===== src/rtl/jk_bank_driver.sv =====
// Drives J/K excitations into a shared-clock JK flip-flop bank, verifies the result, retries, reports errors.
// Optional build macro JK_DRV_TOGGLE_EN: drive changing bits with J=K=1 (toggle) instead of set/reset.
module jk_bank_driver #(
  parameter int unsigned WIDTH     = 8,
  parameter int unsigned MAX_RETRY = 2
) (
  input  logic             clk,
  input  logic             reset,
  input  logic             req_valid,
  output logic             req_ready,
  input  logic [WIDTH-1:0] req_target,
  input  logic [WIDTH-1:0] q_in,
  output logic [WIDTH-1:0] j_out,
  output logic [WIDTH-1:0] k_out,
  output logic             busy,
  output logic             done,
  output logic             err,
  output logic [WIDTH-1:0] fail_mask
);

  localparam int unsigned RETRY_W = 3;

  typedef enum logic [1:0] {
    IDLE  = 2'd0,
    DRIVE = 2'd1,
    CHECK = 2'd2
  } state_t;

  state_t               state, state_n;
  logic [WIDTH-1:0]     tgt_r, tgt_n;
  logic [RETRY_W-1:0]   retry_cnt, retry_n;
  logic [WIDTH-1:0]     j_n, k_n, fail_n;
  logic                 done_n, err_n;

  // Per-bit excitation needed to move the bank from cur to nxt in one capture.
  function automatic logic [WIDTH-1:0] exc_j(input logic [WIDTH-1:0] cur, input logic [WIDTH-1:0] nxt);
`ifdef JK_DRV_TOGGLE_EN
    return cur ^ nxt;
`else
    return ~cur & nxt;
`endif
  endfunction

  function automatic logic [WIDTH-1:0] exc_k(input logic [WIDTH-1:0] cur, input logic [WIDTH-1:0] nxt);
`ifdef JK_DRV_TOGGLE_EN
    return cur ^ nxt;
`else
    return cur & ~nxt;
`endif
  endfunction

  // Next-state and next-output logic; J/K default to zero so they only pulse for one DRIVE cycle.
  always_comb begin
    state_n = state;
    tgt_n   = tgt_r;
    retry_n = retry_cnt;
    j_n     = '0;
    k_n     = '0;
    done_n  = 1'b0;
    err_n   = 1'b0;
    fail_n  = fail_mask;
    case (state)
      IDLE: begin
        if (req_valid) begin
          tgt_n   = req_target;
          retry_n = '0;
          fail_n  = '0;
          j_n     = exc_j(q_in, req_target);
          k_n     = exc_k(q_in, req_target);
          state_n = DRIVE;
        end
      end
      DRIVE: begin
        state_n = CHECK;
      end
      CHECK: begin
        if (q_in == tgt_r) begin
          done_n  = 1'b1;
          state_n = IDLE;
        end else if (retry_cnt < RETRY_W'(MAX_RETRY)) begin
          retry_n = retry_cnt + RETRY_W'(1);
          j_n     = exc_j(q_in, tgt_r);
          k_n     = exc_k(q_in, tgt_r);
          state_n = DRIVE;
        end else begin
          err_n   = 1'b1;
          fail_n  = q_in ^ tgt_r;
          state_n = IDLE;
        end
      end
      default: begin
        state_n = IDLE;
      end
    endcase
  end

  // State and registered outputs; req_ready/busy track the next state so they line up with it.
  always_ff @(posedge clk or negedge reset) begin
    if (!reset) begin
      state     <= IDLE;
      tgt_r     <= '0;
      retry_cnt <= '0;
      j_out     <= '0;
      k_out     <= '0;
      done      <= 1'b0;
      err       <= 1'b0;
      fail_mask <= '0;
      req_ready <= 1'b1;
      busy      <= 1'b0;
    end else begin
      state     <= state_n;
      tgt_r     <= tgt_n;
      retry_cnt <= retry_n;
      j_out     <= j_n;
      k_out     <= k_n;
      done      <= done_n;
      err       <= err_n;
      fail_mask <= fail_n;
      req_ready <= (state_n == IDLE);
      busy      <= (state_n != IDLE);
    end
  end

endmodule


===== config.mk =====
export PLATFORM = sky130hd
export DESIGN_NAME = jk_bank_driver
export DESIGN_NICKNAME = d
export VERILOG_FILES = /design/src/rtl/jk_bank_driver.sv
export SDC_FILE = /design/constraint.sdc
export NUM_CORES = 1
export LEC_CHECK = 0
export ABC_AREA = 1
export CORE_UTILIZATION = 53
export CTS_CLUSTER_DIAMETER = 120
export DETAILED_ROUTE_END_ITERATION = 8
export GPL_ROUTABILITY_DRIVEN = 0
export PLACE_DENSITY = 0.84
export SLEW_MARGIN = 20
export SYNTH_ARGS = -nofsm -noshare
export SYNTH_HDL_FRONTEND = slang
export SYNTH_SLANG_ARGS = --single-unit

===== constraint.sdc =====
create_clock -name clk -period 3.8 [get_ports clk]
set_input_delay 0.76 -clock clk [delete_from_list [all_inputs] [get_ports clk]]
set_output_delay 0.76 -clock clk [all_outputs]
set_load 0.1 [all_outputs]

* Word level (Yosys, flattened, before mapping) *
Index checks and enable logic that the tools add are counted.

operators by class
  add/subtract/negate cells = 1
  multipliers = 0
  divide/modulo/power cells = 0
  magnitude comparators = 1
  equal/unequal tests = 7
  shift operators = 0
  multiplexer cells = 25
  bitwise operators = 8
  reduce and logical (&&, ||, !) cells = 7

operator list
  operator                                                                count
  8-bit 2-to-1 mux                                                        9
  8-bit case mux with 2 select lines                                      3
  8-bit AND                                                               4
  8-bit NOT                                                               3
  3-bit 2-to-1 mux                                                        3
  8-bit equality test                                                     1
  2-bit != test (second input constant)                                   4
  4-bit AND reduction                                                     2
  8-bit bitwise XOR                                                       1
  1-bit 2-to-1 mux                                                        7
  2-bit case mux with 3 select lines                                      1
  3-bit case mux with 2 select lines                                      1
  2-bit zero test                                                         2
  2-bit nonzero test                                                      2
  3-bit by 1-bit adder with 3-bit output (second input constant)          1
  3-bit by 2-bit < comparator with 1-bit output (second input constant)   1
  2-bit by 1-bit equality test with 1-bit output (second input constant)  1
  2-bit equality test (second input constant)                             1
  2-bit 2-to-1 mux                                                        1
  2-bit AND reduction                                                     1

storage, ports and cells
  bits in registers = 41
  bits in latches = 0
  bits in writable memories = 0
  memory bits (read-only) = 0
  word-level logic and storage cells = 59
  memories = 0

* Logic depth before layout (Yosys ltp) *
Gate-level depths: netlist (run 1).

  depth after elaboration = 5
  depth in mapped cells = 9
  depth with buffers taken out = 9

* Worst setup path after synthesis (run 1) *
Ideal clock, no wire load.

  kind = input port to flip-flop
  start point = input port q_in[2]
  end point = register k_out[5]
  library setup time = 124 ps
  arrival time = 1757 ps
  slack = 1920 ps
  stages on the path = 8
  buffers on the path = 1
  cells stage by stage = inv_1 > ha_1 > nand2_1 > nor2_2 > nand2_2 > buf_2 > nand3_1 > o31ai_1

between the ends
  cells in the longest elaborated chain, start to end = 3

ends and longest elaborated chain
  item                                line  text
  start: declaration                  12    input logic [WIDTH-1:0] q_in,
  8-bit equality test                 77    if (q_in == tgt_r) begin
  8-bit 2-to-1 mux                    77
  8-bit case mux with 2 select lines  62    case (state)
  named net k_n[5]                    32    logic [WIDTH-1:0] j_n, k_n, fail_n;
  end signal: assignment              115   k_out <= k_n;
  end: declaration                    14    output logic [WIDTH-1:0] k_out,

The timed path passes the listed nets, and every way through them passes these cells.
A chain may end at the register's enable or synchronous reset.

* Worst setup path after layout (run 1) *
  start point = register req_ready
  end point = output port req_ready

RTL lines
  item                      line  text
  start: declaration        10    output logic req_ready,
  start signal: assignment  119   req_ready <= (state_n == IDLE);

No word-level cell between the ends.

==> impl_metrics.env, run 1 <==
export IMPL_outcome="finished clean"
export IMPL_cpPeakStageDelay_ns=1.12
export IMPL_synth_top_area_share_pct=50.4
export IMPL_first_pass_iters=4
export IMPL_critPathCaptureType="output port"
export IMPL_critical_path_buf_inv_count=1
export IMPL_cts_tree="yes"
export IMPL_drive_above_1_share_pct=11.2
export IMPL_postSynthAreaPerCell_um2=9.82
export IMPL_worstPathCellList="clkdlybuf4s50_1"
export IMPL_die_h_um=63.2
export IMPL_fin_skew_ns=0.00434
export IMPL_finalSetupViolCount=0
export IMPL_area_growth_pct=29.4
export IMPL_cts_hold_buf=0
export IMPL_yosysSeqAreaShare_pct=51.8
export IMPL_hold_end="fail_mask[5]"
export IMPL_relSlewSlack_pct=33.7
export IMPL_finalCritPeriodShare_pct=71.1
export IMPL_clock_root_buffer="clkbuf_8"
export IMPL_regToRegSetupSlack_ns=2.11
export IMPL_totalWireLength_um=3800
export IMPL_netlist_instances=202
export IMPL_die_w_um=63.2
export IMPL_fin_setup_tns_ns=0
export IMPL_clk_pin_slew_ns=0.07
export IMPL_grtUsageTotal_pct=22.4
export IMPL_yosys_top_cells_area="dfrtp_1 (50%), ha_1 (11%), nand2_1 (6.8%)"
export IMPL_grt_pass1_wl_um=6630
export IMPL_crit_fanout=1
export IMPL_multi_input_area_um2=836
export IMPL_fin_crit_ns=2.70
export IMPL_initial_core_util_pct=57.2
export IMPL_crit_type="reg2out"
export IMPL_cts_sinks=41
export IMPL_regArea_um2=1030
export IMPL_post_cts_buffers=0
export IMPL_arrival_ns=1.94
export IMPL_clock_latency_ns=0.30
export IMPL_start_kind="flop"
export IMPL_core_region_area_um2=3470
export IMPL_reg2reg_depth=8
export IMPL_fin_nets=286
export IMPL_clockBufferDepth=2
export IMPL_cts_resized_gates=0
export IMPL_holdPathStages=2
export IMPL_first_iter_violations=60
export IMPL_ys_types=23
export IMPL_vias=1516
export IMPL_grt_overflow_total=0
export IMPL_rows=21
export IMPL_cts_buffers_inserted=5
export IMPL_timing_rr_start="tgt_r[2]"
export IMPL_synth_largest_area_cell="dfrtp_1"
export IMPL_viasPerCell=5.10
export IMPL_cpLargestDelayFamily="buffers and inverters"
export IMPL_port_buffers=46
export IMPL_synth_area_um2=1980
export IMPL_dp_hpwl_um=2730
export IMPL_syn_nets=238
export IMPL_io_pins=47
export IMPL_cts_max_level=2
export IMPL_post_route_drc_count=0
export IMPL_max_cap_violations=0
export IMPL_finalHoldViolCount=0
export IMPL_slew_violations=0
export IMPL_antenna_left=0
export IMPL_grt_setup_unrepaired="no"
export IMPL_antenna_found_initial=0
export IMPL_synth_seq_cells=41
export IMPL_dieArea_um2=3990
export IMPL_grt_pass1_vias=1437
export IMPL_required_ns=3.04
export IMPL_fmax_mhz=370
export IMPL_hold_class="reg2reg"
export IMPL_ys_warnings_count=0
export IMPL_worst_pin_slew_ns=0.991
export IMPL_crit_slowest_cell="clkdlybuf4s50_1"
export IMPL_grt_max_degree=42
export IMPL_r2r_end="busy"
export IMPL_hold_start="fail_mask[5]"
export IMPL_routedWlPerCell_um=12.8
export IMPL_diodes=0
export IMPL_fillers=264
## layout by cell type, fill, tap and decap left out
cell / synthesis / final
nand2_2: 3 / 3
nand2_4: 2 / 2
clkinv_2: 0 / 1
o21ai_0: 14 / 14
nand2_1: 36 / 36
dfstp_2: 1 / 1
inv_1: 21 / 21
nor2_8: 1 / 1
nand4_1: 8 / 8
buf_2: 4 / 1
nor2_4: 1 / 1
clkdlybuf4s50_1: 0 / 45
nand3_1: 19 / 19
o21ai_1: 1 / 1
o21ai_2: 1 / 1
nand3_4: 2 / 2
a21oi_2: 1 / 1
inv_2: 3 / 3
o31ai_1: 8 / 8
clkbuf_8: 0 / 7
nor2_2: 4 / 4
xnor2_1: 1 / 1
dfrtp_1: 40 / 40
ha_1: 17 / 17
nor2_1: 13 / 13
## layout make-up
cell class	count	area share (%)
flip-flops and latches	41	40.0
multi-input cells	132	32.6
repair buffers	46	17.7
clock buffers	7	3.75
inverters	24	3.51
well taps	46	2.24
clock inverters	1	0.195
## per-layer routing
layer,wire (um),global-route usage (%),vias up
met4,73,10.2,0
met2,1910,37.4,34
met3,145,5.62,7
met1,1680,27.2,714
li1,-,-,761
met5,0,0,-
## state kept, by name, indices dropped and copies added, names as in the netlist
signal / count
done: 1
req_ready: 1
retry_cnt: 3
err: 1
busy: 1
k_out: 8
tgt_r: 8
fail_mask: 8
j_out: 8
state: 2
## synthesized netlist by cell type
cell,n
nand2_1,36
buf_6,1
nand4_1,8
inv_2,3
nand2_4,2
ha_1,17
nor2_2,4
dfrtp_1,40
o21ai_0,14
nor2_1,13
buf_2,4
inv_1,21
o31ai_1,8
nand2_2,3
o21ai_1,1
nor2_8,1
nand3_4,2
nor2_4,1
xnor2_1,1
nand3_1,19
a21oi_2,1
o21ai_2,1
dfstp_2,1
## cell families (layout without fill, tap and decap cells)
family          count (synthesis)  count (layout)  share of synthesized area [%]
fa+ha+maj                      17              17                           10.7
compound gates                 25              25                           7.69
buf+inv                        29              78                           6.12
flops                          41              41                           51.8
xor+xnor                        1               1                          0.441
simple gates                   89              89                           23.3
## how the worst max path moves through the flow
stage               from      endpoint  slack (ns)  depth (start not counted)
2_1_floorplan    q_in[2]      k_out[5]        1.92                          8
3_3_place_gp     q_in[7]          busy        1.17                         10
3_5_place_dp     q_in[3]  retry_cnt[0]        1.15                         10
4_1_cts        req_ready     req_ready        1.08                          1
5_1_grt        req_ready     req_ready        1.07                          1
6_report       req_ready     req_ready        1.10                          1
## per-stage QoR
stage	area [um2]	setup WS [ns]	cells	hold WS [ns]	util [%]
2_1_floorplan	1980	1.92	202	0.464	-
3_3_place_gp	2470	1.17	289	0.457	71.1
3_5_place_dp	2470	1.15	289	0.463	71.1
4_1_cts	2570	1.08	297	0.478	74.0
5_1_grt	2570	1.07	297	0.520	74.0
6_report	2570	1.10	297	0.477	74.0
## worst register-to-register path, stage by stage (launching register included)
cell and delay, ns:
dfrtp_1 0.38, ha_1 0.31, nand2_1 0.07, nor2_2 0.18
nand2_2 0.27, nand2_4 0.17, nand2_4 0.08, nor2_4 0.10
inv_2 0.03
Power of run 1 is left out: the tool's default activity adds up to more than one toggle a clock period on the data nets, which glitch-free logic cannot reach.
==> inputs of run 2 (changes only) <==
--- a/config.mk
+++ b/config.mk
@@ -6,11 +6,11 @@
 export NUM_CORES = 1
 export LEC_CHECK = 0
 export ABC_AREA = 1
-export CORE_UTILIZATION = 53
+export CORE_UTILIZATION = 44
 export CTS_CLUSTER_DIAMETER = 120
 export DETAILED_ROUTE_END_ITERATION = 8
 export GPL_ROUTABILITY_DRIVEN = 0
-export PLACE_DENSITY = 0.84
+export PLACE_DENSITY = 0.75
 export SLEW_MARGIN = 20
 export SYNTH_ARGS = -nofsm -noshare
 export SYNTH_HDL_FRONTEND = slang
==> constraint.sdc (replaced) <==
create_clock -name clk -period 2.45 [get_ports clk]
set_input_delay 0.49 -clock clk [delete_from_list [all_inputs] [get_ports clk]]
set_output_delay 0.49 -clock clk [all_outputs]
set_load 0.1 [all_outputs]
==> run 2 against run 1 <==
Die area increased by 20%. Cell area decreased by 0.83%. Core utilization decreased by 16 points. First-iteration DRC count increased by 42%. Critical path depth increased by 8. Setup slack got worse by 0.72 ns.
==> impl_metrics.env, run 2 (synthesized netlist as in run 1, its figures left out) <==
export IMPL_outcome="finished clean"
export IMPL_cts_hold_buf=0
export IMPL_routedWlPerCell_um=13.0
export IMPL_timing_rr_start="tgt_r[7]"
export IMPL_hold_class="in2async"
export IMPL_worst_pin_slew_ns=0.449
export IMPL_die_w_um=69.2
export IMPL_dieArea_um2=4780
export IMPL_slew_violations=0
export IMPL_grt_max_degree=29
export IMPL_io_pins=47
export IMPL_crit_type="in2reg"
export IMPL_cts_buffers_inserted=5
export IMPL_post_cts_buffers=0
export IMPL_viasPerCell=5.03
export IMPL_fin_crit_ns=2.07
export IMPL_first_pass_iters=4
export IMPL_arrival_ns=2.24
export IMPL_finalSetupViolCount=0
export IMPL_grt_setup_unrepaired="no"
export IMPL_first_iter_violations=85
export IMPL_area_growth_pct=28.3
export IMPL_required_ns=2.63
export IMPL_cts_sinks=41
export IMPL_start_kind="input port"
export IMPL_initial_core_util_pct=45.6
export IMPL_antenna_left=0
export IMPL_totalWireLength_um=3990
export IMPL_fin_setup_tns_ns=0
export IMPL_critPathCaptureType="flop"
export IMPL_cts_resized_gates=0
export IMPL_worst_slack_ns=0.381
export IMPL_max_cap_violations=0
export IMPL_clock_latency_ns=0.30
export IMPL_diodes=0
export IMPL_final_common_cell="dfrtp_1"
export IMPL_die_h_um=69.2
export IMPL_final_cell_mix="dfrtp_1 (40), nand2_1 (36), buf_4 (31), inv_1 (21), nand3_1 (19)"
export IMPL_clockBufferDepth=2
export IMPL_relSlewSlack_pct=70.0
export IMPL_grt_pass1_wl_um=6760
export IMPL_r2r_end="j_out[5]"
export IMPL_pre_cts_ws_ns=0.0495
export IMPL_cts_tree="yes"
export IMPL_clk_pin_slew_ns=0.08
export IMPL_post_route_drc_count=0
export IMPL_fin_nets=289
export IMPL_cts_max_level=2
export IMPL_vias=1538
export IMPL_reg2reg_depth=7
export IMPL_fillers=397
export IMPL_rows=24
export IMPL_grt_overflow_total=0
export IMPL_detailed_place_area_um2=2430
export IMPL_antenna_found_initial=0
export IMPL_regToRegSetupSlack_ns=0.78
export IMPL_port_buffers=46
export IMPL_dp_hpwl_um=3030
export IMPL_crit_fanout=11
export IMPL_finalCritPeriodShare_pct=84.4
export IMPL_grt_pass1_vias=1455
export IMPL_clock_root_buffer="clkbuf_8"
export IMPL_drive_above_1_share_pct=23.2
export IMPL_core_region_area_um2=4350
export IMPL_grtUsageTotal_pct=18.0
export IMPL_final_design_area_no_fill_um2=2550
export IMPL_fin_skew_ns=0.00629
export IMPL_finalHoldViolCount=0
export IMPL_fmax_mhz=483
==> run 2: changes by cell type in the layout (fill, tap and decap cells not counted), sizes merged <==
cell           previous run  this run
clkbuf                    7         6
clkinv                    1         0
buf                       1        32
clkinvlp                  0         1
clkdlybuf4s50            45        17
bufinv                    0         1
==> run 2: worst max-delay path, stage by stage <==
cell,delay (ns)
clkdlybuf4s50_1,0.52
inv_1,0.07
ha_1,0.35
nand2_1,0.09
nor2_2,0.16
nand2_2,0.19
buf_4,0.22
nand3_1,0.06
o21ai_0,0.10
==> run 2: worst max-delay path by stage <==
stage / slack, ns / start / endpoint
final: 0.38 / q_in[7] / j_out[5]
after global placement: 0.13 / q_in[7] / j_out[1]
after CTS: 0.38 / q_in[7] / j_out[5]
after floorplan: 0.84 / q_in[2] / k_out[5]
after detailed placement: 0.05 / q_in[7] / j_out[5]
after global routing: 0.28 / q_in[7] / j_out[5]
==> run 2: per-stage QoR <==
step                      utilization (%)  hold slack, ns  instances
after floorplan                         -           0.194        202
after global placement               55.7           0.399        298
after detailed placement             55.7           0.403        298
after CTS                            58.5          0.0750        306
after global routing                 58.5          0.0923        306
final                                58.5          0.0714        306
==> run 2: area by class of cell <==
class                      count  area [um2]  area share, %
inverter                      24        90.1           3.54
timing repair buffer          49         408           16.0
clock buffer                   6        82.6           3.24
tap                           52        65.1           2.56
multi-input combinational    132         836           32.8
clock inverter                 2        37.5           1.47
sequential                    41        1030           40.3
==> run 2: routing by layer <==
layer  global-route usage (%)  wire length, um  share of wire, %
met5                        0                0                 0
met4                     9.52              114               2.9
met3                     5.12              197               4.9
met2                     28.3             1890                47
met1                     22.4             1790                45
Power of run 2 is left out for the same reason.
==> inputs of run 3 (changes only) <==
==> constraint.sdc (replaced) <==
create_clock -name clk -period 1.76 [get_ports clk]
set_input_delay 0.352 -clock clk [delete_from_list [all_inputs] [get_ports clk]]
set_output_delay 0.352 -clock clk [all_outputs]
set_load 0.1 [all_outputs]
==> run 3 against run 2 <==
Register-to-register slack got worse by 0.52 ns. First-iteration DRC count up 38%. Sequential share of layout area shrank 7.8 points. Largest cell class unchanged. The flow now finishes with violations (negative hold slack). Global-route usage rose by 1.9 points. Via count up 11%. Core utilization rose by 14 points.
==> impl_metrics.env, run 3 (synthesized netlist as in run 1, its figures left out) <==
export IMPL_outcome="finished with violations"
export IMPL_violations="negative hold slack"
export IMPL_totalWireLength_um=4800
export IMPL_peakVddDrop_mv=1.22
export IMPL_finalSetupViolCount=0
export IMPL_cts_sinks=41
export IMPL_area_growth_pct=59.3
export IMPL_worst_slack_ns=0.0177
export IMPL_grtUsageTotal_pct=19.9
export IMPL_reg2reg_depth=7
export IMPL_max_cap_violations=0
export IMPL_die_h_um=69.2
export IMPL_grt_max_degree=22
export IMPL_dieArea_um2=4780
export IMPL_arrival_ns=1.94
export IMPL_cts_buffers_inserted=5
export IMPL_hold_class="in2async"
export IMPL_power_density_nw_per_um2=1950
export IMPL_first_pass_iters=4
export IMPL_finalCritPeriodShare_pct=99.0
export IMPL_finalHoldViolCount=9
export IMPL_fmax_mhz=574
export IMPL_slew_violations=0
export IMPL_crit_type="in2reg"
export IMPL_grt_overflow_total=0
export IMPL_clockBufferDepth=2
export IMPL_drive_above_1_share_pct=31.8
export IMPL_clock_root_buffer="clkbuf_8"
export IMPL_clk_pin_slew_ns=0.08
export IMPL_dp_cells=316
export IMPL_first_iter_violations=117
export IMPL_totalPowerFinal_uw=6180
export IMPL_start_kind="input port"
export IMPL_antenna_left=0
export IMPL_final_cell_mix="dfrtp_1 (40), nand2_1 (32), buf_12 (30), inv_1 (21), buf_4 (20)"
export IMPL_vias=1707
export IMPL_die_w_um=69.2
export IMPL_critPathCaptureType="flop"
export IMPL_fin_nets=310
export IMPL_relSlewSlack_pct=67.4
export IMPL_timing_rr_start="tgt_r[3]"
export IMPL_grt_pass1_vias=1676
export IMPL_final_design_area_no_fill_um2=3160
export IMPL_io_pins=47
export IMPL_fin_setup_tns_ns=0
export IMPL_final_common_cell="dfrtp_1"
export IMPL_r2r_end="fail_mask[0]"
export IMPL_crit_fanout=5
export IMPL_multi_input_area_um2=921
export IMPL_port_buffers=46
export IMPL_rows=24
export IMPL_fin_crit_ns=1.74
export IMPL_grt_pass1_wl_um=7350
export IMPL_clock_latency_ns=0.30
export IMPL_cts_tree="yes"
export IMPL_core_region_area_um2=4350
export IMPL_post_route_drc_count=0
export IMPL_fin_cells=326
export IMPL_regArea_um2=1030
export IMPL_cts_max_level=2
export IMPL_regToRegSetupSlack_ns=0.26
export IMPL_grt_setup_unrepaired="yes"
export IMPL_whs_ns=-0.00850
export IMPL_initial_core_util_pct=45.6
export IMPL_viasPerCell=5.24
export IMPL_fin_skew_ns=0.00834
export IMPL_dp_hpwl_um=3240
export IMPL_required_ns=1.96
export IMPL_fillers=277
export IMPL_pre_cts_ws_ns=-0.293
export IMPL_p_leak_uw=0.00154
export IMPL_diodes=0
export IMPL_routedWlPerCell_um=14.7
export IMPL_worst_pin_slew_ns=0.488
export IMPL_antenna_found_initial=0
export IMPL_detailed_place_area_um2=2940
[run 3: power breakdown]
group          total, uW  switching (uW)  internal, uW
combinational       3850            2500          1350
sequential          1590             310          1280
clock                737             325           412
total               6180            3140          3040
[run 3: worst max path at each step]
stage | end | depth (start not counted) | slack [ns] | startpoint
after floorplan | k_out[5] | 8 | 0.29 | q_in[2]
after global placement | j_out[4] | 9 | -0.25 | q_in[3]
after detailed placement | fail_mask[4] | 10 | -0.29 | q_in[3]
after CTS | fail_mask[4] | 10 | 0.03 | q_in[3]
after global routing | fail_mask[1] | 10 | -0.09 | q_in[2]
final | fail_mask[0] | 9 | 0.02 | q_in[2]
[run 3: metal layers]
layer	vias to the layer above	track usage, %	share of wire [%]
met1	835	21.9	40
met2	50	34.8	54
met3	9	5.70	3.8
met4	0	9.98	1.8
met5	-	0	0
li1	813	-	-
[run 3: area by class of cell]
class | instances | area share [%]
timing repair buffer | 69 | 30.2
sequential | 41 | 32.5
multi-input combinational | 133 | 29.1
inverter | 24 | 2.85
tap | 52 | 2.06
clock inverter | 2 | 1.11
clock buffer | 5 | 2.18
[run 3: worst max-delay path, stage by stage]
cell and delay, ns:
clkdlybuf4s50_1 0.50, inv_1 0.07, ha_1 0.31, nand2_2 0.08, nor2_4 0.15, buf_4 0.15
nand3_2 0.13, nand4_1 0.12, nand2_1 0.07
[run 3: metrics by stage]
stage                     hold WS (ns)  util (%)
after floorplan                 0.0564         -
after global placement           0.325      67.4
after detailed placement         0.330      67.4
after CTS                      0.00204      69.8
after global routing            0.0250      72.6
final                         -0.00850      72.6
[run 3: repair_timing]
action,4_1_cts,5_1_grt
setup endpoints to repair,0,26
setup buffers,0,1
resized for setup,0,12
hold buffers,0,0
Note: power is estimated with default switching activity, not from simulation.
